===== src/rtl/uart_io_arbiter.sv =====
// Memory-mapped UART I/O controller: TX/RX byte FIFOs, sticky overflow
// flags, free-running cycle counter. Ports: Clock, Reset_n, Io* bus, Ua* UART.
module uart_io_arbiter #(
  parameter int          TX_DEPTH  = 8,
  parameter int          RX_DEPTH  = 8,
  parameter logic [31:0] ADDR_BASE = 32'h8000_0000
) (
  input  logic        Clock,
  input  logic        Reset_n,
  input  logic [31:0] IoAddr,
  input  logic [31:0] IoWData,
  input  logic        IoRE,
  input  logic        IoWE,
  output logic [31:0] IoRData,
  output logic [7:0]  UaTxData,
  output logic        UaTxValid,
  input  logic        UaTxReady,
  input  logic [7:0]  UaRxData,
  input  logic        UaRxValid,
  output logic        UaRxReady
);
  localparam int TAW = $clog2(TX_DEPTH);
  localparam int RAW = $clog2(RX_DEPTH);
  localparam logic [TAW:0] TX_FULL = TX_DEPTH[TAW:0];
  localparam logic [RAW:0] RX_FULL = RX_DEPTH[RAW:0];

  logic [7:0]   r_tx_mem [TX_DEPTH];
  logic [7:0]   r_rx_mem [RX_DEPTH];
  logic [TAW-1:0] r_tx_wp, r_tx_rp;
  logic [RAW-1:0] r_rx_wp, r_rx_rp;
  logic [TAW:0] r_tx_cnt;
  logic [RAW:0] r_rx_cnt;
  logic         r_tx_ovf, r_rx_ovf;
  logic [31:0]  r_cyc;
  logic [31:0]  r_rdata;

  logic        w_hit;
  logic [4:0]  w_off;
  logic        w_rd_txs, w_rd_rxs, w_rd_pop, w_rd_cyc;
  logic        w_wr_tx, w_wr_clr;
  logic        w_tx_full, w_tx_empty, w_rx_full, w_rx_empty;
  logic        w_tx_push, w_tx_pop, w_rx_push, w_rx_pop;
  logic        w_tx_ovf_set, w_rx_ovf_set;
  logic [31:0] w_rdata;
  logic        w_unused;

  assign w_unused = ^IoWData[31:8];

  assign w_hit    = IoAddr[31:5] == ADDR_BASE[31:5];
  assign w_off    = IoAddr[4:0];
  assign w_rd_txs = IoRE & w_hit & (w_off == 5'h00);
  assign w_rd_rxs = IoRE & w_hit & (w_off == 5'h04);
  assign w_rd_pop = IoRE & w_hit & (w_off == 5'h0C);
  assign w_rd_cyc = IoRE & w_hit & (w_off == 5'h10);
  assign w_wr_tx  = IoWE & w_hit & (w_off == 5'h08);
  assign w_wr_clr = IoWE & w_hit & (w_off == 5'h18);

  assign w_tx_full  = r_tx_cnt == TX_FULL;
  assign w_tx_empty = r_tx_cnt == '0;
  assign w_rx_full  = r_rx_cnt == RX_FULL;
  assign w_rx_empty = r_rx_cnt == '0;

  // Full-check uses start-of-cycle count: a same-cycle pop does not
  // make room for a write that arrived while full.
  assign w_tx_push    = w_wr_tx & ~w_tx_full;
  assign w_tx_ovf_set = w_wr_tx & w_tx_full;
  assign w_tx_pop     = ~w_tx_empty & UaTxReady;
  assign w_rx_push    = UaRxValid & ~w_rx_full;
  assign w_rx_ovf_set = UaRxValid & w_rx_full;
  assign w_rx_pop     = w_rd_pop & ~w_rx_empty;

  assign UaTxValid = ~w_tx_empty;
  assign UaTxData  = w_tx_empty ? 8'h00 : r_tx_mem[r_tx_rp];
  assign UaRxReady = ~w_rx_full;
  assign IoRData   = r_rdata;

  always_comb begin
    w_rdata = '0;
    unique case (1'b1)
      w_rd_txs: w_rdata = {30'b0, r_tx_ovf, ~w_tx_full};
      w_rd_rxs: w_rdata = {30'b0, r_rx_ovf, ~w_rx_empty};
      w_rd_pop: w_rdata = w_rx_empty ? 32'h0
                        : {24'b0, r_rx_mem[r_rx_rp]};
      w_rd_cyc: w_rdata = r_cyc;
      default:  w_rdata = '0;
    endcase
  end

  always_ff @(posedge Clock) begin
    if (w_tx_push) r_tx_mem[r_tx_wp] <= IoWData[7:0];
    if (w_rx_push) r_rx_mem[r_rx_wp] <= UaRxData;
  end

  always_ff @(posedge Clock or negedge Reset_n) begin
    if (!Reset_n) begin
      r_tx_wp  <= '0;
      r_tx_rp  <= '0;
      r_tx_cnt <= '0;
      r_rx_wp  <= '0;
      r_rx_rp  <= '0;
      r_rx_cnt <= '0;
      r_tx_ovf <= 1'b0;
      r_rx_ovf <= 1'b0;
      r_cyc    <= '0;
      r_rdata  <= '0;
    end else begin
      if (w_tx_push) r_tx_wp <= r_tx_wp + 1'b1;
      if (w_tx_pop)  r_tx_rp <= r_tx_rp + 1'b1;
      r_tx_cnt <= r_tx_cnt + (TAW+1)'(w_tx_push)
                           - (TAW+1)'(w_tx_pop);
      if (w_rx_push) r_rx_wp <= r_rx_wp + 1'b1;
      if (w_rx_pop)  r_rx_rp <= r_rx_rp + 1'b1;
      r_rx_cnt <= r_rx_cnt + (RAW+1)'(w_rx_push)
                           - (RAW+1)'(w_rx_pop);
      // A new overflow wins over a same-cycle clearing read.
      if (w_tx_ovf_set)  r_tx_ovf <= 1'b1;
      else if (w_rd_txs) r_tx_ovf <= 1'b0;
      if (w_rx_ovf_set)  r_rx_ovf <= 1'b1;
      else if (w_rd_rxs) r_rx_ovf <= 1'b0;
      r_cyc <= w_wr_clr ? 32'h0 : r_cyc + 32'h1;
      if (IoRE) r_rdata <= w_rdata;
    end
  end
endmodule

===== config.mk =====
export PLATFORM = sky130hd
export DESIGN_NAME = uart_io_arbiter
export DESIGN_NICKNAME = d
export VERILOG_FILES = /design/src/rtl/uart_io_arbiter.sv
export SDC_FILE = /design/constraint.sdc
export NUM_CORES = 1
export LEC_CHECK = 0
export ABC_AREA = 1
export CAP_MARGIN = 0
export CORE_UTILIZATION = 50
export CTS_CLUSTER_SIZE = 30
export DETAILED_ROUTE_END_ITERATION = 10
export PLACE_DENSITY = 0.76
export REMOVE_ABC_BUFFERS = 1
export SYNTH_ARGS = -nofsm -noshare
export SYNTH_HDL_FRONTEND = slang
export SYNTH_SLANG_ARGS = --single-unit
export TNS_END_PERCENT = 10

===== constraint.sdc =====
create_clock -name Clock -period 1.94 [get_ports Clock]
set_input_delay 0.291 -clock Clock [delete_from_list [all_inputs] [get_ports Clock]]
set_output_delay 0.291 -clock Clock [all_outputs]
set_load 0.01 [all_outputs]

==> results of run 1 <==
-- stage by stage --
| step | area, sq um | setup TNS (ns) |
|---|---|---|
| floorplan | 9590 | -23.04 |
| finish | 13500 | -2.58 |
| global route | 13500 | -9.58 |
| detailed placement | 11600 | -51.91 |
| CTS | 13100 | -2.13 |
| global placement | 11600 | -48.60 |
-- critical path, delay by kind of cell (launching register included) --
family	cells	cell delay [ns]
DFF	1	0.42
AOI/OAI and AO/OA	2	0.24
and+or+nand+nor	2	0.13
buffers and inverters	5	0.61
-- path summary, 6_finish.rpt --
check / from / end / slack (ns)
max: r_tx_rp[0] / UaTxData[3] / -0.25
min: Reset_n / IoRData[31] / 0.27
max reg2reg: r_rx_cnt[3] / r_rx_mem[5][0] / -0.06
min reg2reg: IoRData[21] / IoRData[21] / 0.48
max in group asynchronous: Reset_n / r_cyc[10] / 1.06
min in group Clock: IoAddr[22] / IoRData[1] / 0.31
-- routing by layer --
| metal | vias to the layer above | global-route usage | part of all wire |
|---|---|---|---|
| met5 | - | 0 | 0 |
| met4 | 0 | 0.118 | 0.039 |
| met3 | 95 | 0.0385 | 0.054 |
| met2 | 323 | 0.447 | 0.51 |
| met1 | 3984 | 0.317 | 0.39 |
| li1 | 3861 | - | - |
-- cells by family (layout without fill, tap and decap cells) --
kind of cell,count (synthesis),count (layout)
AOI/OAI and AO/OA,95,95
other,0,2
adders and majority gates,19,19
DFF,214,214
buffers and inverters,123,405
xor gates and xnor gates,29,29
and+or+nand+nor,515,515
-- cell type report --
cell class,instances,share of cell area
Antenna cell,2,0.000372
Clock buffer,33,0.0481
Clock inverter,7,0.00279
Inverter,92,0.0266
Multi-Input combinational cell,658,0.274
Sequential cell,214,0.446
Tap cell,260,0.0242
Timing Repair Buffer,273,0.178
-- power by group --
group / switching (uW) / internal (uW) / total, uW
sequential: 191 / 5220 / 5410
clock: 1700 / 2310 / 4010
combinational: 2190 / 1990 / 4180
-- flip-flops by register name, indices dropped and copies added, names as in the netlist --
| signal | flops |
|---|---|
| r_tx_wp | 3 |
| r_rx_wp | 3 |
| r_rx_mem | 64 |
| r_cyc | 32 |
| r_rx_ovf | 1 |
| r_rx_cnt | 4 |
| IoRData | 32 |
| r_rx_rp | 3 |
| r_tx_cnt | 4 |
| r_tx_rp | 3 |
| r_tx_mem | 64 |
| r_tx_ovf | 1 |
-- what timing repair did --
action,4_1_cts,5_1_grt
setup buffers,83,12
endpoints found under the setup margin,112,166
resized for setup,138,145
endpoints found under the hold margin,27,0
gates cloned,2,1
hold buffers,1,0
pin swaps,39,63
-- cells in the mapped netlist, types with 5 or more instances --
| library cell | count |
|---|---|
| xnor2_1 | 12 |
| nand2_1 | 228 |
| nor2_2 | 5 |
| edfxtp_1 | 128 |
| dfrtp_1 | 86 |
| nand4_1 | 23 |
| clkbuf_1 | 15 |
| or2_2 | 5 |
| nor2_1 | 172 |
| o22ai_1 | 12 |
| inv_1 | 89 |
| xor2_1 | 17 |
| nand3_1 | 49 |
| o21ai_0 | 60 |
| o32ai_1 | 16 |
| nor3_1 | 21 |
| ha_1 | 17 |
| buf_2 | 6 |
==> reports/summary.txt, run 1 <==
first-pass GRT wire length - 40.3 mm
fin util - 0.712
placed insts - 1402
DRT Pass-1 Iters - 5
Routed WL - 26.8 mm
skew final - 0.00892 ns
post-route minimum period - 2.19 ns
row cnt - 50
mux cell area share after synthesis - 0
cts bufs inserted - 22
Starting DRT DRC Count - 689
async set-reset flop share out of synthesis - 0.402
GP Congestion - 0.924
share of layout cells above drive strength 1 - 0.275
Vias - 8263
unique cell type count in the Yosys netlist - 38
port bufs - 95
critical path data required time - 1.65 ns
XOR/XNOR Fraction of Synth Area - 0.0260
CP endpoint kind - output pin
post-route setup slack - -0.247 ns
all-layer global routing usage - 0.257
worst rel slew slack - 0.688
outcome - finished with violations
dpl hpwl - 15.4 mm
failing checks - negative setup slack
area occupied by multi-input gates - 0.00368 sq mm
Initial Utilization - 0.516
clk root buf - clkbuf_16
Final Slew Violations - 0
RSZ-0062 raised after global routing - true
final hold vios - 0
share of the synthesized area in the top cell type - 0.394
Top cell by count, worst path - buf_6
critical path arrival - 1.90 ns
core region area - 0.0189 sq mm
crit-path cells - clkinv_4 -> buf_6 -> buf_6 -> buf_6 -> nor2_4 -> o32ai_2 -> o21ai_1 -> nor2_1 -> buf_2
Final period util - 1.13
die height - 142 um
vias per std cell - 5.37
peak supply drop - 643 uV
CP max FO - 4
initial antenna violation count - 2
commonest cells after routing, fill and taps aside - nand2_1, buf_4, nor2_1
CP max stage delay - 0.42 ns
Clock Path Buffers - 3
Die Wd - 142 um
Nets - 1358
dpl ws - -0.926 ns
register area share after synthesis - 0.615
die area - 0.0201 sq mm
Skew-Pair Late Insertion Delay - 0.50 ns
Remaining Overflow, GRT - 0
area grow syn2layout - 37.9%
fillcell total - 1312
EDFF count, synth - 128
Hold Crit Class - primary input to async pin
Cell Area, Synth - 0.00976 sq mm
Compound-Gate Fraction of Synth Area - 0.0575
Setup CP Type - flip-flop to output pin
CP startpoint kind - flip-flop
Clk pin slew, worst setup/hold paths - 0.07 ns
Total Power - 13600 uW
register area - 0.00600 sq mm
Finished Layout Cells - 1539
Post-synth top flop - edfxtp_1
clock tree from TritonCTS - yes
number of synthesized register bits - 214
largest net degree at the start of global routing - 39
num ports - 120
slowest library cell on the worst path - dfrtp_2
Max Cap Viol - 0
syn avg cell area - 9.80 sq um
Yosys warnings - 0
R2R depth - 10
Lkg Pwr - 0.00578 uW
Syn Inst Count - 995
depth of the CTS H-tree - 1
Fmax - 457 MHz
synth top area cells - edfxtp_1, dfrtp_1, nand2_1
worst-margin pin slew - 0.467 ns
Setup-failing EPs final - 51
DRC - 0
Fin Hold WS - 0.268 ns
commonest non-fill, non-tap cell in the layout - nand2_1
Synth Area in Adders - 0.0259
power density over cell area - 1010 mW/mm^2
clk sinks - 214
WL per Instance - 17.4 um
Synth Area in Simple Gates - 0.224
number of global-route vias before repair - 8189
top cell type by total area after synthesis - edfxtp_1
antenna violation net count after detailed routing - 0
largest family of logic cells by synthesized area - simple AND/OR/NAND/NOR gates
Note: power is estimated with default switching activity, not from simulation.
==> inputs of run 2 (changes only) <==
CTS_CLUSTER_SIZE = 8   (was 30)
SKIP_CTS_REPAIR_TIMING = 1   (was default)
==> reports/summary.txt, run 2 (synthesized netlist as in run 1, its figures left out) <==
outcome - finished with violations
failing checks - negative setup slack
commonest non-fill, non-tap cell in the layout - nand2_1
core region area - 0.0189 sq mm
final hold vios - 0
Fmax - 452 MHz
critical path arrival - 1.92 ns
Clock power frac - 0.341
depth of the CTS H-tree - 1
clk sinks - 214
post-route minimum period - 2.21 ns
antenna violation net count after detailed routing - 0
worst rel slew slack - 0.661
skew final - 0.0146 ns
clk root buf - clkbuf_16
dpl hpwl - 15.4 mm
Clock Path Buffers - 3
Setup TNS - -1.60 ns
worst-margin pin slew - 0.509 ns
Nets - 1288
DRC - 0
Routed WL - 23.4 mm
all-layer global routing usage - 0.228
Final period util - 1.14
cts bufs inserted - 30
first-pass GRT wire length - 36.3 mm
flop2flop setup slack - -0.04 ns
initial antenna violation count - 0
WL per Instance - 15.9 um
Final Slew Violations - 0
Placed Area - 0.0116 sq mm
vias per std cell - 5.22
area grow syn2layout - 32.6%
port bufs - 95
peak supply drop - 989 uV
Max Cap Viol - 0
Remaining Overflow, GRT - 0
commonest cells after routing, fill and taps aside - nand2_1, nor2_1, edfxtp_1
share of layout cells above drive strength 1 - 0.181
DRT Pass-1 Iters - 5
post-route setup slack - -0.274 ns
sw frac - 0.284
number of global-route vias before repair - 7498
largest net degree at the start of global routing - 39
Skew-Pair Late Insertion Delay - 0.53 ns
fin area - 0.0129 sq mm
Hold Crit Class - primary input to async pin
Regs by FF count - r_rx_mem x64, r_tx_mem x64
Setup CP Type - flip-flop to output pin
Initial Utilization - 0.516
die area - 0.0201 sq mm
Vias - 7677
Die Wd - 142 um
worst r2r src - r_rx_cnt[2]
CP max FO - 6
Setup-failing EPs final - 11
GP Congestion - 0.924
row cnt - 50
Starting DRT DRC Count - 551
Reg2Reg Capture Point - r_rx_cnt[1]
clock tree from TritonCTS - yes
critical path data required time - 1.65 ns
CP startpoint kind - flip-flop
Logic pwr share - 0.265
num ports - 120
RSZ-0062 raised after global routing - true
Clk pin slew, worst setup/hold paths - 0.05 ns
sequential share of power - 0.394
fillcell total - 1410
cell-internal power - 9840 uW
# diodes - 0
die height - 142 um
CP Launch Point - r_tx_rp[0]
CP endpoint kind - output pin
Lkg Pwr - 0.00564 uW
power density over cell area - 1060 mW/mm^2
R2R depth - 11
net switching power figure - 3890 uW
==> run 2: cell types whose count changed in the layout (fill, tap and decap cells not counted), sizes merged <==
| cell | change |
|---|---|
| dlygate4sd2 | -3 |
| clkinv | -6 |
| dlymetal6s2s | +26 |
| buf | -85 |
| clkinvlp | -1 |
| clkdlybuf4s50 | +2 |
| clkdlybuf4s15 | -10 |
| diode | -2 |
| clkbuf | +10 |
==> run 2: final cells by class <==
type | count | area (sq um) | share of cell area
clock buffer | 51 | 851 | 0.0658
inverter | 92 | 350 | 0.0271
multi-input combinational | 658 | 3520 | 0.272
sequential | 214 | 6000 | 0.464
tap | 260 | 325 | 0.0252
timing repair buffer | 195 | 1890 | 0.146
==> run 2: power by group through the flow <==
stage / Clock [uW] / Combinational, uW / Sequential, uW
after global placement: 0 / 2930 / 5430
final: 4680 / 3640 / 5410
after detailed placement: 0 / 3030 / 5440
after floorplan: 0 / 1470 / 5540
after global routing: 4970 / 3960 / 5430
after CTS: 4750 / 3050 / 5370
==> run 2: critical path, stage by stage (launching register included) <==
cell      delay [ns]
dfrtp_2         0.45
clkinv_4        0.11
buf_6           0.13
nor2_1          0.05
o32ai_2         0.19
o21ai_0         0.12
nor2_1          0.18
clkbuf_2        0.16
==> run 2: metrics by stage <==
| stage | utilization | hold WS (ns) | instances | setup slack [ns] | total power (uW) |
|---|---|---|---|---|---|
| 5_1_grt | 0.684 | 0.282 | 1470 | -0.332 | 14400 |
| 3_3_place_gp | 0.612 | 0.250 | 1402 | -0.857 | 8360 |
| 2_1_floorplan | - | -0.00459 | 964 | -0.636 | 7010 |
| 3_5_place_dp | 0.612 | 0.253 | 1402 | -0.926 | 8470 |
| 6_report | 0.684 | 0.244 | 1470 | -0.274 | 13700 |
| 4_1_cts | 0.657 | -0.298 | 1453 | -0.639 | 13200 |
==> run 2: metal layers <==
layer | GRT usage | wire (um) | part of all wire | up-vias
met1 | 0.294 | 9830 | 0.42 | 3717
met2 | 0.407 | 12100 | 0.52 | 192
met4 | 0.0577 | 431 | 0.018 | 0
met3 | 0.0290 | 1070 | 0.046 | 41
li1 | - | - | - | 3727
met5 | 0 | 0 | 0 | -
==> run 2: how the worst max path moves through the flow <==
stage | end | depth (start not counted)
floorplan | r_rx_cnt[2] | 11
global placement | r_tx_cnt[1] | 12
detailed placement | r_tx_cnt[2] | 12
CTS | UaTxData[2] | 7
global route | UaTxData[0] | 6
finish | UaTxData[2] | 7
==> inputs of run 3 (changes only) <==
PLACE_DENSITY = default   (was 0.76)
PLACE_DENSITY_LB_ADDON = 0.2   (was default)
clock period = 1.9 ns   (was 1.94 ns; I/O delays follow)
==> reports/summary.txt, run 3 (synthesized netlist as in run 1, its figures left out) <==
CP max FO - 8
Final period util - 1.16
clk root buf - clkbuf_16
Skew-Pair Late Insertion Delay - 0.53 ns
worst-margin pin slew - 0.500 ns
slowest library cell on the worst path - dfrtp_2
Clock Path Buffers - 3
cell-internal power - 10100 uW
outcome - finished with violations
Lkg Pwr - 0.00574 uW
peak supply drop - 938 uV
sw frac - 0.279
Routed WL - 23.2 mm
largest net degree at the start of global routing - 36
clock tree from TritonCTS - yes
Max Cap Viol - 0
Die Wd - 142 um
commonest non-fill, non-tap cell in the layout - nand2_1
placed insts - 1415
Initial Utilization - 0.516
share of layout cells above drive strength 1 - 0.176
Total Power - 14000 uW
Remaining Overflow, GRT - 0
flop2flop setup slack - -0.08 ns
cts bufs inserted - 30
# diodes - 0
num ports - 120
dpl hpwl - 15.4 mm
CP endpoint kind - output pin
crit-path cells - inv_4 -> buf_12 -> nor2_1 -> o32ai_1 -> o21ai_1 -> nor2_1 -> dlymetal6s2s_1
Setup-failing EPs final - 12
commonest cells after routing, fill and taps aside - nand2_1, nor2_1, edfxtp_1
Vias - 7586
post-route minimum period - 2.21 ns
worst rel slew slack - 0.666
Clk pin slew, worst setup/hold paths - 0.05 ns
failing checks - negative setup slack
port bufs - 95
critical path data required time - 1.62 ns
CP max stage delay - 0.45 ns
Final Slew Violations - 0
die height - 142 um
RSZ-0062 raised after global routing - true
Clock power frac - 0.343
Starting DRT DRC Count - 396
post-route setup slack - -0.310 ns
clk sinks - 214
number of global-route vias before repair - 7339
skew final - 0.0144 ns
Nets - 1293
WL per Instance - 15.7 um
vias per std cell - 5.14
Reg2Reg Capture Point - r_rx_cnt[1]
core region area - 0.0189 sq mm
Setup CP Type - flip-flop to output pin
row cnt - 50
worst r2r src - r_rx_cnt[3]
area grow syn2layout - 33.2%
all-layer global routing usage - 0.228
Hold Crit Class - primary input to async pin
Logic pwr share - 0.264
antenna violation net count after detailed routing - 0
final hold vios - 0
Regs by FF count - r_rx_mem x64, r_tx_mem x64
GP Congestion - 0.883
Top cell by count, worst path - nor2_1
sequential share of power - 0.393
depth of the CTS H-tree - 1
net switching power figure - 3900 uW
Finished Layout Cells - 1475
CP startpoint kind - flip-flop
die area - 0.0201 sq mm
initial antenna violation count - 0
Fmax - 452 MHz
DRT Pass-1 Iters - 5
R2R depth - 11
power density over cell area - 1080 mW/mm^2
first-pass GRT wire length - 36.0 mm
critical path arrival - 1.93 ns
DRC - 0
-- run 3: routing by layer --
layer  global-route usage  wire (um)
met5                    0          0
met4               0.0662        499
met3               0.0307       1150
met2                0.390      11400
met1                0.305      10200
-- run 3: area by class of cell --
cell class / instances / area, sq um
inverter: 92 / 350
timing repair buffer: 200 / 1940
clock buffer: 51 / 861
multi-input combinational: 658 / 3520
fill: 1478 / 5900
sequential: 214 / 6000
tap: 260 / 325
-- run 3: critical path: cells and delay by family, from the launching register on --
kind                   cells  cell delay [ns]
AOI/OAI and AO/OA          2             0.37
and+or+nand+nor            2             0.14
buffers and inverters      3             0.42
DFF                        1             0.45
-- run 3: worst max path at each step --
stage	start	slack, ns	depth (start not counted)	endpoint
5_1_grt	r_tx_rp[0]	-0.40	7	UaTxData[7]
3_3_place_gp	IoAddr[28]	-0.87	13	r_tx_cnt[2]
4_1_cts	r_tx_rp[0]	-0.79	7	UaTxData[1]
6_report	r_tx_rp[0]	-0.31	7	UaTxData[4]
2_1_floorplan	IoAddr[7]	-0.67	11	r_rx_cnt[2]
3_5_place_dp	IoAddr[7]	-0.99	12	r_tx_cnt[2]
-- run 3: power groups by stage --
| stage | Combinational [uW] | Clock (uW) | Sequential [uW] |
|---|---|---|---|
| after floorplan | 1500 | 0 | 5650 |
| after global placement | 3100 | 0 | 5540 |
| after detailed placement | 3170 | 0 | 5560 |
| after CTS | 3200 | 4890 | 5470 |
| after global routing | 4060 | 5100 | 5530 |
| final | 3700 | 4800 | 5510 |
-- run 3: per-stage QoR --
step	setup WS (ns)	util	setup TNS, ns	instance area [sq um]	hold slack, ns
after floorplan	-0.670	-	-25.79	9590	-0.0106
after global placement	-0.875	0.617	-56.09	11700	0.278
after detailed placement	-0.987	0.617	-65.98	11700	0.280
after CTS	-0.788	0.663	-15.73	12500	-0.282
after global routing	-0.401	0.688	-3.46	13000	0.295
final	-0.310	0.688	-2.50	13000	0.259
